`src/rtl/issue_pkg.sv`:
```
// Shared opcodes, decoded-instruction class record and a small popcount helper
// for the issue queue.
package issue_pkg;

  localparam logic [6:0] OP_R      = 7'b0110011;
  localparam logic [6:0] OP_IMM    = 7'b0010011;
  localparam logic [6:0] OP_LOAD   = 7'b0000011;
  localparam logic [6:0] OP_STORE  = 7'b0100011;
  localparam logic [6:0] OP_BRANCH = 7'b1100011;
  localparam logic [6:0] OP_JAL    = 7'b1101111;
  localparam logic [6:0] OP_JALR   = 7'b1100111;
  localparam logic [6:0] OP_LUI    = 7'b0110111;
  localparam logic [6:0] OP_AUIPC  = 7'b0010111;

  typedef struct packed {
    logic       writes_rd;
    logic       uses_rs1;
    logic       uses_rs2;
    logic       is_mem;
    logic       is_ctrl;
    logic [4:0] rd;
    logic [4:0] rs1;
    logic [4:0] rs2;
  } instr_class_t;

  function automatic logic [2:0] popcount4(input logic [3:0] v);
    popcount4 = {2'b00, v[0]} + {2'b00, v[1]} + {2'b00, v[2]} + {2'b00, v[3]};
  endfunction

endpackage

```
`src/rtl/instr_classify.sv`:
```
// Combinational decode of one instruction into the register/resource usage
// needed for issue-group hazard checks.
module instr_classify
  import issue_pkg::*;
(
  input  logic [31:0]  instr,
  output instr_class_t cls
);

  // Register usage and resource class by opcode; unknown opcodes are conservative
  always_comb begin
    cls           = '0;
    cls.rd        = instr[11:7];
    cls.rs1       = instr[19:15];
    cls.rs2       = instr[24:20];
    case (instr[6:0])
      OP_R:      begin cls.writes_rd = 1'b1; cls.uses_rs1 = 1'b1; cls.uses_rs2 = 1'b1; end
      OP_IMM:    begin cls.writes_rd = 1'b1; cls.uses_rs1 = 1'b1; end
      OP_LOAD:   begin cls.writes_rd = 1'b1; cls.uses_rs1 = 1'b1; cls.is_mem = 1'b1; end
      OP_STORE:  begin cls.uses_rs1 = 1'b1; cls.uses_rs2 = 1'b1; cls.is_mem = 1'b1; end
      OP_BRANCH: begin cls.uses_rs1 = 1'b1; cls.uses_rs2 = 1'b1; cls.is_ctrl = 1'b1; end
      OP_JAL:    begin cls.writes_rd = 1'b1; cls.is_ctrl = 1'b1; end
      OP_JALR:   begin cls.writes_rd = 1'b1; cls.uses_rs1 = 1'b1; cls.is_ctrl = 1'b1; end
      OP_LUI:    begin cls.writes_rd = 1'b1; end
      OP_AUIPC:  begin cls.writes_rd = 1'b1; end
      default:   begin cls.writes_rd = 1'b1; cls.uses_rs1 = 1'b1; cls.uses_rs2 = 1'b1; end
    endcase
  end

endmodule

```
`src/rtl/issue_queue.sv`:
```
// In-order instruction buffer that presents the longest hazard-free prefix
// from the head as an issue group of up to ISSUE_W lanes.
module issue_queue
  import issue_pkg::*;
#(
  parameter int ISSUE_W = 2,
  parameter int DEPTH   = 8
) (
  input  logic                            clk,
  input  logic                            rst_n,
  input  logic                            flush,
  input  logic                            in_valid,
  input  logic [ISSUE_W-1:0]              in_mask,
  input  logic [ISSUE_W-1:0][31:0]        in_instr,
  input  logic [ISSUE_W-1:0][31:0]        in_pc,
  output logic                            in_ready,
  output logic [ISSUE_W-1:0]              out_valid,
  output logic [ISSUE_W-1:0][31:0]        out_instr,
  output logic [ISSUE_W-1:0][31:0]        out_pc,
  input  logic                            out_ready,
  output logic                            split,
  output logic [$clog2(DEPTH+1)-1:0]      count
);

  localparam int PW = $clog2(DEPTH);
  localparam int CW = $clog2(DEPTH+1);

  logic [31:0]   r_instr [DEPTH];
  logic [31:0]   r_pc    [DEPTH];
  logic [PW-1:0] r_head;
  logic [PW-1:0] r_tail;
  logic [CW-1:0] r_count;

  instr_class_t        w_cls   [ISSUE_W];
  logic [ISSUE_W-1:0]  w_haz   [ISSUE_W];
  logic [ISSUE_W-1:0]  w_valid;
  logic [CW-1:0]       w_grp_n;
  logic [CW-1:0]       w_push_n;
  logic [CW-1:0]       w_pop_n;
  logic [CW-1:0]       w_lim;
  logic                w_do_push;
  logic                w_do_pop;

  for (genvar k = 0; k < ISSUE_W; k++) begin : g_lane
    assign out_instr[k] = r_instr[r_head + PW'(k)];
    assign out_pc[k]    = r_pc[r_head + PW'(k)];

    instr_classify u_cls (
      .instr (out_instr[k]),
      .cls   (w_cls[k])
    );

    // Pairwise conflict of lane k against each older lane j of the group
    for (genvar j = 0; j < ISSUE_W; j++) begin : g_pair
      if (j < k) begin : g_chk
        assign w_haz[k][j] =
            (w_cls[j].writes_rd && (w_cls[j].rd != 5'd0) &&
             ((w_cls[k].uses_rs1 && (w_cls[k].rs1 == w_cls[j].rd)) ||
              (w_cls[k].uses_rs2 && (w_cls[k].rs2 == w_cls[j].rd)))) ||
            (w_cls[j].writes_rd && w_cls[k].writes_rd && (w_cls[k].rd != 5'd0) &&
             (w_cls[k].rd == w_cls[j].rd)) ||
            (w_cls[j].is_mem && w_cls[k].is_mem) ||
            w_cls[j].is_ctrl;
      end else begin : g_none
        assign w_haz[k][j] = 1'b0;
      end
    end
  end

  // Group prefix mask and lane counts for push, pop and split
  always_comb begin
    w_valid    = '0;
    w_grp_n    = '0;
    w_push_n   = '0;
    w_valid[0] = (r_count != {CW{1'b0}});
    for (int k = 1; k < ISSUE_W; k++) begin
      w_valid[k] = w_valid[k-1] && (CW'(k) < r_count) && !(|w_haz[k]);
    end
    w_grp_n  = CW'(popcount4(4'(w_valid)));
    w_push_n = CW'(popcount4(4'(in_mask)));
    if (r_count < CW'(ISSUE_W)) begin
      w_lim = r_count;
    end else begin
      w_lim = CW'(ISSUE_W);
    end
  end

  assign in_ready  = (CW'(DEPTH) - r_count) >= CW'(ISSUE_W);
  assign w_do_push = in_valid && in_ready;
  assign w_do_pop  = out_ready && w_valid[0];
  assign w_pop_n   = w_do_pop ? w_grp_n : {CW{1'b0}};
  assign out_valid = w_valid;
  assign split     = w_valid[0] && (w_grp_n < w_lim);
  assign count     = r_count;

  // Pointer and occupancy state; flush discards any same-cycle push or pop
  always_ff @(posedge clk or negedge rst_n) begin
    if (!rst_n) begin
      r_head  <= '0;
      r_tail  <= '0;
      r_count <= '0;
    end else if (flush) begin
      r_head  <= '0;
      r_tail  <= '0;
      r_count <= '0;
    end else begin
      r_head  <= r_head + PW'(w_pop_n);
      r_tail  <= r_tail + (w_do_push ? PW'(w_push_n) : {PW{1'b0}});
      r_count <= r_count + (w_do_push ? w_push_n : {CW{1'b0}}) - w_pop_n;
    end
  end

  // Entry storage is not reset; in_mask is contiguous so lane l lands at tail+l
  always_ff @(posedge clk) begin
    for (int l = 0; l < ISSUE_W; l++) begin
      if (w_do_push && in_mask[l] && !flush) begin
        r_instr[r_tail + PW'(l)] <= in_instr[l];
        r_pc[r_tail + PW'(l)]    <= in_pc[l];
      end
    end
  end

endmodule

```
`config.mk`:
```
export PLATFORM = sky130hd
export DESIGN_NAME = issue_queue
export DESIGN_NICKNAME = d
export VERILOG_FILES = /design/src/rtl/issue_pkg.sv /design/src/rtl/instr_classify.sv /design/src/rtl/issue_queue.sv
export SDC_FILE = /design/constraint.sdc
export NUM_CORES = 1
export LEC_CHECK = 0
export BUFFER_PORTS_ARGS = -buffer_cell sky130_fd_sc_hd__buf_2
export CAP_MARGIN = 20
export CORE_MARGIN = 1.5
export CORE_UTILIZATION = 55
export CTS_CLUSTER_DIAMETER = 120
export DETAILED_ROUTE_END_ITERATION = 10
export GPL_ROUTABILITY_DRIVEN = 1
export PLACE_DENSITY = 0.74
export SKIP_LAST_GASP = 1
export SLEW_MARGIN = 0
export SYNTH_ARGS = -nofsm -noshare
export SYNTH_HDL_FRONTEND = slang
export SYNTH_SLANG_ARGS = --single-unit
```
`constraint.sdc`:
```
create_clock -name clk -period 19.1 [get_ports clk]
set_input_delay 0.955 -clock clk [delete_from_list [all_inputs] [get_ports clk]]
set_output_delay 0.955 -clock clk [all_outputs]
set_load 0.01 [all_outputs]
```
-- Yosys cells after proc, flatten, opt, wreduce, memory -nomap -nowiden
Memories as Yosys holds them, arrays and structs flattened.
Index checks and enable logic that the tools add are counted.
Widths: inputs -> output; s select.
- add/sub/neg operators: 9
- reduce and logical (&&, ||, !) cells: 33
- order comparisons: 4
- multiplexer cells: 18
- equal/unequal tests: 16
- operators with widths (cell ; number):
    $eq 7x7->1 const B ; 6
    $eq 7x6->1 const B ; 3
    $logic_and 1x1->1 ; 17
    $eq 5x5->1 ; 3
    $eq 7x2->1 const B ; 2
    $eq 7x5->1 const B ; 2
    $mux 1 ; 11
    $reduce_bool 5->1 ; 2
    $mux 4 ; 2
    $reduce_or 2->1 ; 4
    $add 3x1->3 const B ; 2
    $add 3x2->3 ; 2
    $mux 2 ; 3
    $mux 3 ; 2
    $reduce_or 3->1 ; 2
    $reduce_or 6->1 ; 1
    $add 1x1->2 ; 2
    $add 4x2->4 ; 1
    $ge 4x2->1 const B ; 1
    $logic_or 1x1->1 ; 4
    $lt 1x4->1 const A ; 1
    $lt 2x4->1 ; 1
    $lt 4x2->1 const B ; 1
    $reduce_bool 4->1 ; 1
    other kinds (3) ; 4
- bits of input ports: 135
- output and inout bits: 136
- logic and storage cells: 85
- bits in writable memories: 512
- flip-flop bits (word level): 10
- memories: 2
- memories (memory ; words ; bits a word ; read ports ; clocked after memory_dff ; wr ports ; RTL line ; RTL):
    r_instr ; 8 ; 32 ; 2 ; 0 ; 2 ; issue_queue.sv:28 ; logic [31:0] r_instr [DEPTH];
    r_pc ; 8 ; 32 ; 2 ; 0 ; 2 ; issue_queue.sv:29 ; logic [31:0] r_pc [DEPTH];

-- Logic depth before layout (Yosys ltp)
Gate-level depths: netlist of the first run.
An unclocked memory read counts as a cell.
- depth in word-level cells: 17
- depth in mapped cells: 23
- depth with buffers taken out: 20

-- Hierarchy
Synthesis of the first run repeated with hierarchy kept, for this count alone.
- cells, all modules: 1732
- area, all modules: 30738.2 um2
- by module, submodules not included (module ; area an instance (um2) ; cells each ; times used ; sequential area each (um2)):
    issue_queue ; 30320.3 ; 1672 ; 1 ; 15625.0
    instr_classify ; 209.0 ; 30 ; 2 ; 0.0

-- Worst setup path after synthesis of the first run
No wires, ideal clock.
- path kind: register to register
- from: register r_count[1], in the netlist count[1]
- to: memory r_instr[5][0], enable pin
- clock period less this slack: 6.642 ns
- data required time: 18.526 ns
- arrival: 6.068 ns
- stages on the path, launching flop included: 10
- setup time: 0.574 ns
- buffers on the path: 1
- path slack: 12.458 ns
- path through: dfrtp_1 inv_1 ha_1 nor3_1 a31oi_1 or3_1 and2_1 buf_2 nand4b_1 o21ai_0
- RTL lines (element ; RTL line ; RTL):
    start, declared ; issue_queue.sv:32 ; logic [CW-1:0] r_count;
    start signal, assigned ; issue_queue.sv:109 ; r_count <= r_count + (w_do_push ? w_push_n : {CW{1'b0}}) - w_pop_n;
    end, declared ; issue_queue.sv:28 ;

-- Worst setup path after layout of the first run
- from: register r_head[2]
- to: output port split
- cells in the longest elaborated chain, start to end: 16
- elaborated cells between the ends (all ways): 51
- classes of those cells: 2 x add/sub; 1 x order compare; 16 x eq/ne; 7 x mux; 24 x reduce/logical; 1 x memory
- ends and longest elaborated chain (element ; RTL line ; RTL):
    start, declared ; issue_queue.sv:30 ; logic [PW-1:0] r_head;
    start signal, assigned ; issue_queue.sv:107 ; r_head <= r_head + PW'(w_pop_n);
    $add 3x1->3 ; issue_queue.sv:45 ; assign out_instr[k] = r_instr[r_head + PW'(k)];
    $mem_v2 8x32 * ; -- ;
    $eq 7x5->1, or another cell as far along ; instr_classify.sv:16 ; case (instr[6:0])
    $reduce_or 6->1 (no line), or another cell as far along ; -- ;
    $mux 1 ; instr_classify.sv:16 ;
    $logic_and 1x1->1 (on tied branches) ; issue_queue.sv:59, issue_queue.sv:58, issue_queue.sv:60 ;
    $logic_or 1x1->1 / $logic_and 1x1->1 (equally long branches) ; issue_queue.sv:58, issue_queue.sv:60 ;
    $logic_and 1x1->1 (on tied branches) ; issue_queue.sv:57, issue_queue.sv:60 ;
    $logic_or 1x1->1 ; issue_queue.sv:59 ; (w_cls[k].uses_rs2 && (w_cls[k].rs2 == w_cls[j].rd)))) ||
    $logic_or 1x1->1 ; issue_queue.sv:61 ; (w_cls[k].rd == w_cls[j].rd)) ||
    $logic_or 1x1->1 * ; issue_queue.sv:62 ; (w_cls[j].is_mem && w_cls[k].is_mem) ||
    $logic_not 1->1 * ; issue_queue.sv:77 ; w_valid[k] = w_valid[k-1] && (CW'(k) < r_count) && !(|w_haz[k]);
    $logic_and 1x1->1 * ; issue_queue.sv:77 ;
    $add 1x1->2 * ; issue_pkg.sv:27 ; popcount4 = {2'b00, v[0]} + {2'b00, v[1]} + {2'b00, v[2]} + {2'b00, v[3]};
    $lt 2x4->1 * ; issue_queue.sv:93 ; assign split = w_valid[0] && (w_grp_n < w_lim);
    $logic_and 1x1->1 * ; issue_queue.sv:93 ;
    end, declared ; issue_queue.sv:21 ; output logic split,
Mark *: on every way between the ends. The rest lies on a longest branch, timed or not.

==> results.md, run 1 <==
- Clock Pin Slew Worst Setup and Hold Paths: 60 ps
- Synth cell count leaders: mux2_2, edfxtp_1, mux4_2, nand2_1, buf_2
- Largest net degree at the start of global routing: 73
- Ys Warns: 0
- Clock buffer depth: 3
- Post-synthesis sequential area ratio: 50.75%
- Max-slew headroom at the worst pin: 26.03%
- Predominant post-synthesis flop cell: edfxtp_1
- Flop pwr share: 29.5%
- DRC errors left: 0
- Row Count: 86
- # hold bufs at CTS: 0
- Share of the synthesized area in the top cell type: 49.94%
- Net switching power: 1.688 mW
- Placed Cells: 2791
- CTS resizes: 0
- Starting density of the core: 55.77%
- Later-pin clock latency in the skew report: 640 ps
- Core ar.: 55200 um^2
- Clock Root Buffer: clkbuf_16
- Register-to-Register Path Depth: 20
- Die Y: 239.6 um
- Max-slew violations: 0
- CP max FO: 32
- First-pass GRT wire length: 127000 um
- RSZ-0062 raised after global routing: false
- Worst r2r src: r_head[2]
- Gate Count Post-Synth: 1874
- Maximum Capacitance Violations: 0
- Hold Crit Class: in2async
- PwrDens: 135.9 nW/um^2
- Fin crit period: 7590 ps
- Final hold vios: 0
- Fillers: 4072
- Nets@finish: 2257
- Crit end category: output pin
- VDD IR max: 0.0001161 V
- Combinational share of power: 46.9%
- Clk pwr share: 23.6%
- Avg WL per Cell: 29.69 um
- Setup tns final: 0 ps
- Async SR Flop Fraction: 1.916%
- IO Port Bufs: 270
- Register bit count reported by yosys: 522
- Main area contributors after synthesis: edfxtp_1, mux2_2, mux4_2
- Leakage: 11.61 nW
- Clock skew: 30.06 ps
- Outcome: complete, no violations
- Int Power: 3.007 mW
- Crit path required time: 18150 ps
- Vias: 19252
- Overflow after GRT: 0
- Final Wtd Congestion: 0.8274
- GRT Util Overall: 30.33%
- Sw Share: 35.95%
- Flop2flop setup slack: 12480 ps
- Post-Route WL: 86440 um
- Final HPWL DP: 49300 um
- Top-count cell post-synth: mux2_2
- Total CTS buffers: 58
- Htree depth: 2
- # setup viols final: 0
- ANT nets after route: 0
- Syn nets: 2027
- Initial DRT Pass Iterations: 5
- CTS tree: done
- Non-filler cells, final: 2911
- Initial antenna violation count: 22
- Max Fclk: 131.7 MHz
- Area leader, netlist: edfxtp_1
- Vias per std cell: 6.614
- Avg Cell Area, Syn: 16.43 um^2
- Top-level port count: 271
- CTS Sinks: 522
- Die area: 57410 um^2
- Fraction of layout cells with a size suffix above 1: 54.69%
- Critical R2R Capture: count[3]
- EDFF count, synth: 512
- Total setup buffers inserted after CTS: 0
- Synthesis-to-layout area growth: 12.17%
- Vias in the first global route: 20002
- Worst-Margin Slew: 1110 ps
- Starting DRC count in detailed routing: 1950
- Synth Cell Area: 30790 um^2
- Die width: 239.6 um
- Critical Path AT: 6640 ps
- Setup CP Type: reg2out
- Crit start category: register
- Post-synth cell types: 52
- Final Cycle Share: 39.74%
- Area of the multi-input gates: 14330 um^2
- FF+latch area: 15640 um^2
==> layer usage <==
layer | GRT usage (%) | up-vias | routed length, um
met4 | 9.762 | 34 | 2128
met5 | 0 | - | 210
met3 | 6.788 | 178 | 7715
met1 | 39.29 | 10058 | 32900
li1 | - | 8038 | -
met2 | 50.86 | 944 | 43490
==> sequential cells by signal, indices dropped and copies added (netlist names) <==
| signal | flops |
|---|---|
| r_instr | 256 |
| r_tail | 3 |
| r_pc | 256 |
| r_head | 3 |
| count | 4 |
==> critical path, cell delays in order (launching register included) <==
cell,delay (ps)
dfrtp_4,910
xor2_4,740
buf_4,550
buf_4,530
mux4_2,390
mux2i_1,200
inv_1,110
a21oi_1,270
a21oi_1,110
o221a_1,260
a311oi_1,560
ha_1,360
nand3b_1,150
a21o_1,180
a21boi_0,380
buf_2,220
==> worst max-delay path by stage <==
stage	start	to	slack (ps)	cells after the start
2_1_floorplan	count[1]	r_instr[5][0]	12460	9
3_3_place_gp	r_head[0]	split	11840	15
3_5_place_dp	r_head[0]	split	11740	15
4_1_cts	r_head[0]	split	11070	15
5_1_grt	r_head[2]	split	11270	15
6_report	r_head[2]	split	11510	15
==> through the flow <==
step | area [um^2] | hold slack, ps | util [%] | setup slack [ps] | power [mW]
3_5_place_dp | 32620 | 640.0 | 59.10 | 11740 | 3.606
5_1_grt | 34520 | 167.4 | 62.53 | 11270 | 4.901
6_report | 34530 | 169.6 | 62.56 | 11510 | 4.695
2_1_floorplan | 30790 | 585.3 | - | 12460 | 2.962
3_3_place_gp | 32620 | 628.4 | 59.10 | 11840 | 3.571
4_1_cts | 34480 | 145.5 | 62.47 | 11070 | 4.711
==> layout make-up <==
cell class                 count  area share, %
inverter                      26         0.2826
timing repair buffer         307          4.775
clock buffer                  70          4.395
antenna                        9        0.06521
clock inverter                40         0.9927
multi-input combinational   1189          41.50
sequential                   522          45.28
tap                          748          2.710
==> cells in the final DEF (no fill, tap or decap), types with 3 or more instances in the layout <==
master	instances
clkinv_1	15
mux4_2	243
nand3_1	7
bufinv_16	5
inv_1	24
edfxtp_1	512
nor3_1	12
nand2_1	181
nor3b_1	13
a31oi_1	3
dfrtp_1	7
buf_2	270
mux2i_1	27
clkinv_2	14
nor4_1	4
clkbuf_16	59
diode_2	9
buf_4	36
nand3b_1	7
nand4_1	5
mux2_2	513
dfrtp_4	3
clkbuf_1	11
a21oi_1	5
mux2_1	62
nor2_1	18
xnor2_1	19
ha_1	13
nor2b_1	7
fa_1	4
==> cell families (layout without fill, tap and decap cells) <==
kind of cell	after synthesis	count (layout)	share of synthesized area, %
mux	845	845	39.69
buf+inv	163	443	3.162
compound gates	27	27	0.7559
xor+xnor	23	23	0.6787
flops	522	522	50.75
other cells	0	9	0
simple gates	276	276	4.137
fa+ha+maj	18	18	0.8291
==> power groups by stage <==
stage                     clock (mW)  combinational (mW)  sequential (mW)
after floorplan                    0                1.58             1.38
after global placement             0                2.14             1.43
after detailed placement           0                2.17             1.43
after CTS                       1.12                2.18             1.41
after global routing            1.16                2.35             1.39
final                           1.11                2.20             1.38
(Power assumes the default switching activity.)
==> run 2, diff against run 1 <==
Clock period 19.1 ns to 7.47 ns, I/O delays scaled along.
==> results.md, run 2 (same netlist as run 1, synthesis figures left out) <==
- Outcome: complete, no violations
- Die area: 57410 um^2 (unchanged)
- Commonest non-fill, non-tap cell in the layout: mux2_2
- # setup viols final: 0 (unchanged)
- Die Y: 239.6 um (unchanged)
- Worst path depth: 13 (-2)
- Register-to-Register Path Depth: 18 (-10%)
- RSZ-0062 raised after global routing: false
- Total setup buffers inserted after CTS: 0 (unchanged)
- Max Fclk: 159.4 MHz
- Cell area after layout: 34610 um^2 (+0.22%)
- Pre-CTS WS: 1617 ps (-10130 ps)
- Fin crit period: 6275 ps
- Leakage: 11.64 nW (+0.29%)
- Clock Pin Slew Worst Setup and Hold Paths: 60 ps (about the same)
- Fillers: 4001 (-1.7%)
- PwrDens: 347.8 nW/um^2 (+160%)
- DP Area: 32670 um^2 (+0.15%)
- DRC errors left: 0 (unchanged)
- Vias in the first global route: 19714 (-1.4%)
- Initial DRT Pass Iterations: 7 (+2)
- Crit path required time: 7100 ps (-11050 ps)
- Overflow after GRT: 0 (unchanged)
- Crit path cell chain: buf_4 > mux4_2 > mux2i_1 > inv_1 > nor4_1 > a21oi_1 > o221a_1 > a311oi_1 > ha_1 > nand3b_1 > a21o_1 > a21boi_0 > buf_2
- Avg WL per Cell: 29.52 um (-0.57%)
- Fraction of layout cells with a size suffix above 1: 54.66% (about the same)
- Final WS setup: 1195 ps (-10310 ps)
- Initial antenna violation count: 15 (-32%)
- Hold Crit Start: flush
- Clock skew: 27.87 ps (-2.190 ps)
- CTS resizes: 0 (unchanged)
- Htree depth: 2 (unchanged)
- Hold Path Stages: 2
- Crit path buf inv count: 3 (-1)
- FF+latch area: 15640 um^2 (unchanged)
- Critical path's largest stage delay: 1050 ps (+140 ps)
- Slowest-stage cell, CP: dfrtp_4
- Setup CP Type: reg2out
- Total CTS buffers: 58 (unchanged)
- Setup tns final: 0 ps (unchanged)
- Core ar.: 55200 um^2 (unchanged)
- Hold Crit Class: in2reg
- ANT nets after route: 0 (unchanged)
- Max-slew headroom at the worst pin: 24.68% (-1.4 points)
- Die width: 239.6 um (unchanged)
- Final Cycle Share: 84.00%
- Clock buffer depth: 3 (unchanged)
- Synthesis-to-layout area growth: 12.42%
- Worst-Margin Slew: 1130 ps (+20.35 ps)
- Top-level port count: 271 (unchanged)
- Row Count: 86 (unchanged)
- Family with the most delay on the worst path: compound AO/OA/AOI/OAI gates
- Clock Root Buffer: clkbuf_16
- Max-slew violations: 0 (unchanged)
- IO Port Bufs: 270 (unchanged)
- Critical Path Start: r_head[2]
- Largest net degree at the start of global routing: 57 (-22%)
- Maximum Capacitance Violations: 0 (unchanged)
- Critical Path AT: 5900 ps (-740 ps)
- Final HPWL DP: 49460 um (+0.33%)
- Flop2flop setup slack: 1550 ps (-10930 ps)
- CTS tree: done
- Worst r2r src: r_head[2]
- Area of the multi-input gates: 14330 um^2 (unchanged)
- First-pass GRT wire length: 125600 um (-1.1%)
- Later-pin clock latency in the skew report: 640 ps (about the same)
- Final Wtd Congestion: 0.8425 (+1.8%)
- Crit start category: register
- Post-Route WL: 85970 um (-0.54%)
- Crit end category: output pin
- # hold bufs at CTS: 1 (+1)
- Vias per std cell: 6.508 (-1.6%)
- VDD IR max: 0.0002940 V (+150%)
- Starting DRC count in detailed routing: 1777 (-8.9%)
- CTS Sinks: 522 (unchanged)
- GRT Util Overall: 30.02% (-0.31 points)
- CP max FO: 42 (+31%)
- Vias: 18951 (-1.6%)
- Final hold vios: 0 (unchanged)
- Most frequent cells in the layout: mux2_2, edfxtp_1, buf_2
- Utilization after layout: 62.70% (+0.14 points)
- Starting density of the core: 55.77% (unchanged)
- Nets@finish: 2260 (+0.13%)
run 2: path summary, 6_finish.rpt:
kind                             end
setup / recovery               split
hold / removal             r_tail[2]
setup reg to reg            count[3]
hold reg to reg            r_tail[2]
max in group asynchronous  r_head[1]
min in group asynchronous  r_tail[2]
run 2: worst reg2reg max path, delay by kind of cell, from the launching register on:
family	cells	cell delay, ps
AO/OA/AOI/OAI	5	1170
AND/OR/NAND/NOR	3	610
flip-flops	1	1050
adder cells (fa/ha/maj)	3	910
buffers and inverters	4	1080
XOR/XNOR	1	130
multiplexers	2	840
run 2: final cells by class:
| cell class | count | share of cell area [%] |
|---|---|---|
| sequential | 522 | 45.18 |
| multi-input combinational | 1189 | 41.41 |
| timing repair buffer | 310 | 4.852 |
| clock buffer | 80 | 4.638 |
| tap | 748 | 2.704 |
| clock inverter | 28 | 0.8676 |
| inverter | 26 | 0.2820 |
| antenna | 9 | 0.06507 |
run 2: per-layer routing:
| metal | GRT usage, % | routed length (um) | vias up |
|---|---|---|---|
| met2 | 50.71 | 43140 | 854 |
| met1 | 38.79 | 32570 | 9852 |
| met5 | 0 | 136 | - |
| li1 | - | - | 8036 |
| met3 | 5.970 | 7470 | 187 |
| met4 | 10.32 | 2651 | 22 |
run 2: through the flow:
stage	power [mW]	hold WS (ps)	cells
after global routing	12.58	87.15	2905
after global placement	9.126	250.1	2794
after floorplan	7.574	77.91	1874
after detailed placement	9.209	255.9	2794
final	12.04	94.45	2912
after CTS	12.10	58.78	2903
run 2: report_power, final:
group | internal [mW] | total [mW] | switching [mW] | leakage [nW]
clock network | 1.70 | 2.90 | 1.19 | 0.936
logic | 2.65 | 5.55 | 2.90 | 5.96
registers | 3.40 | 3.59 | 0.186 | 4.75
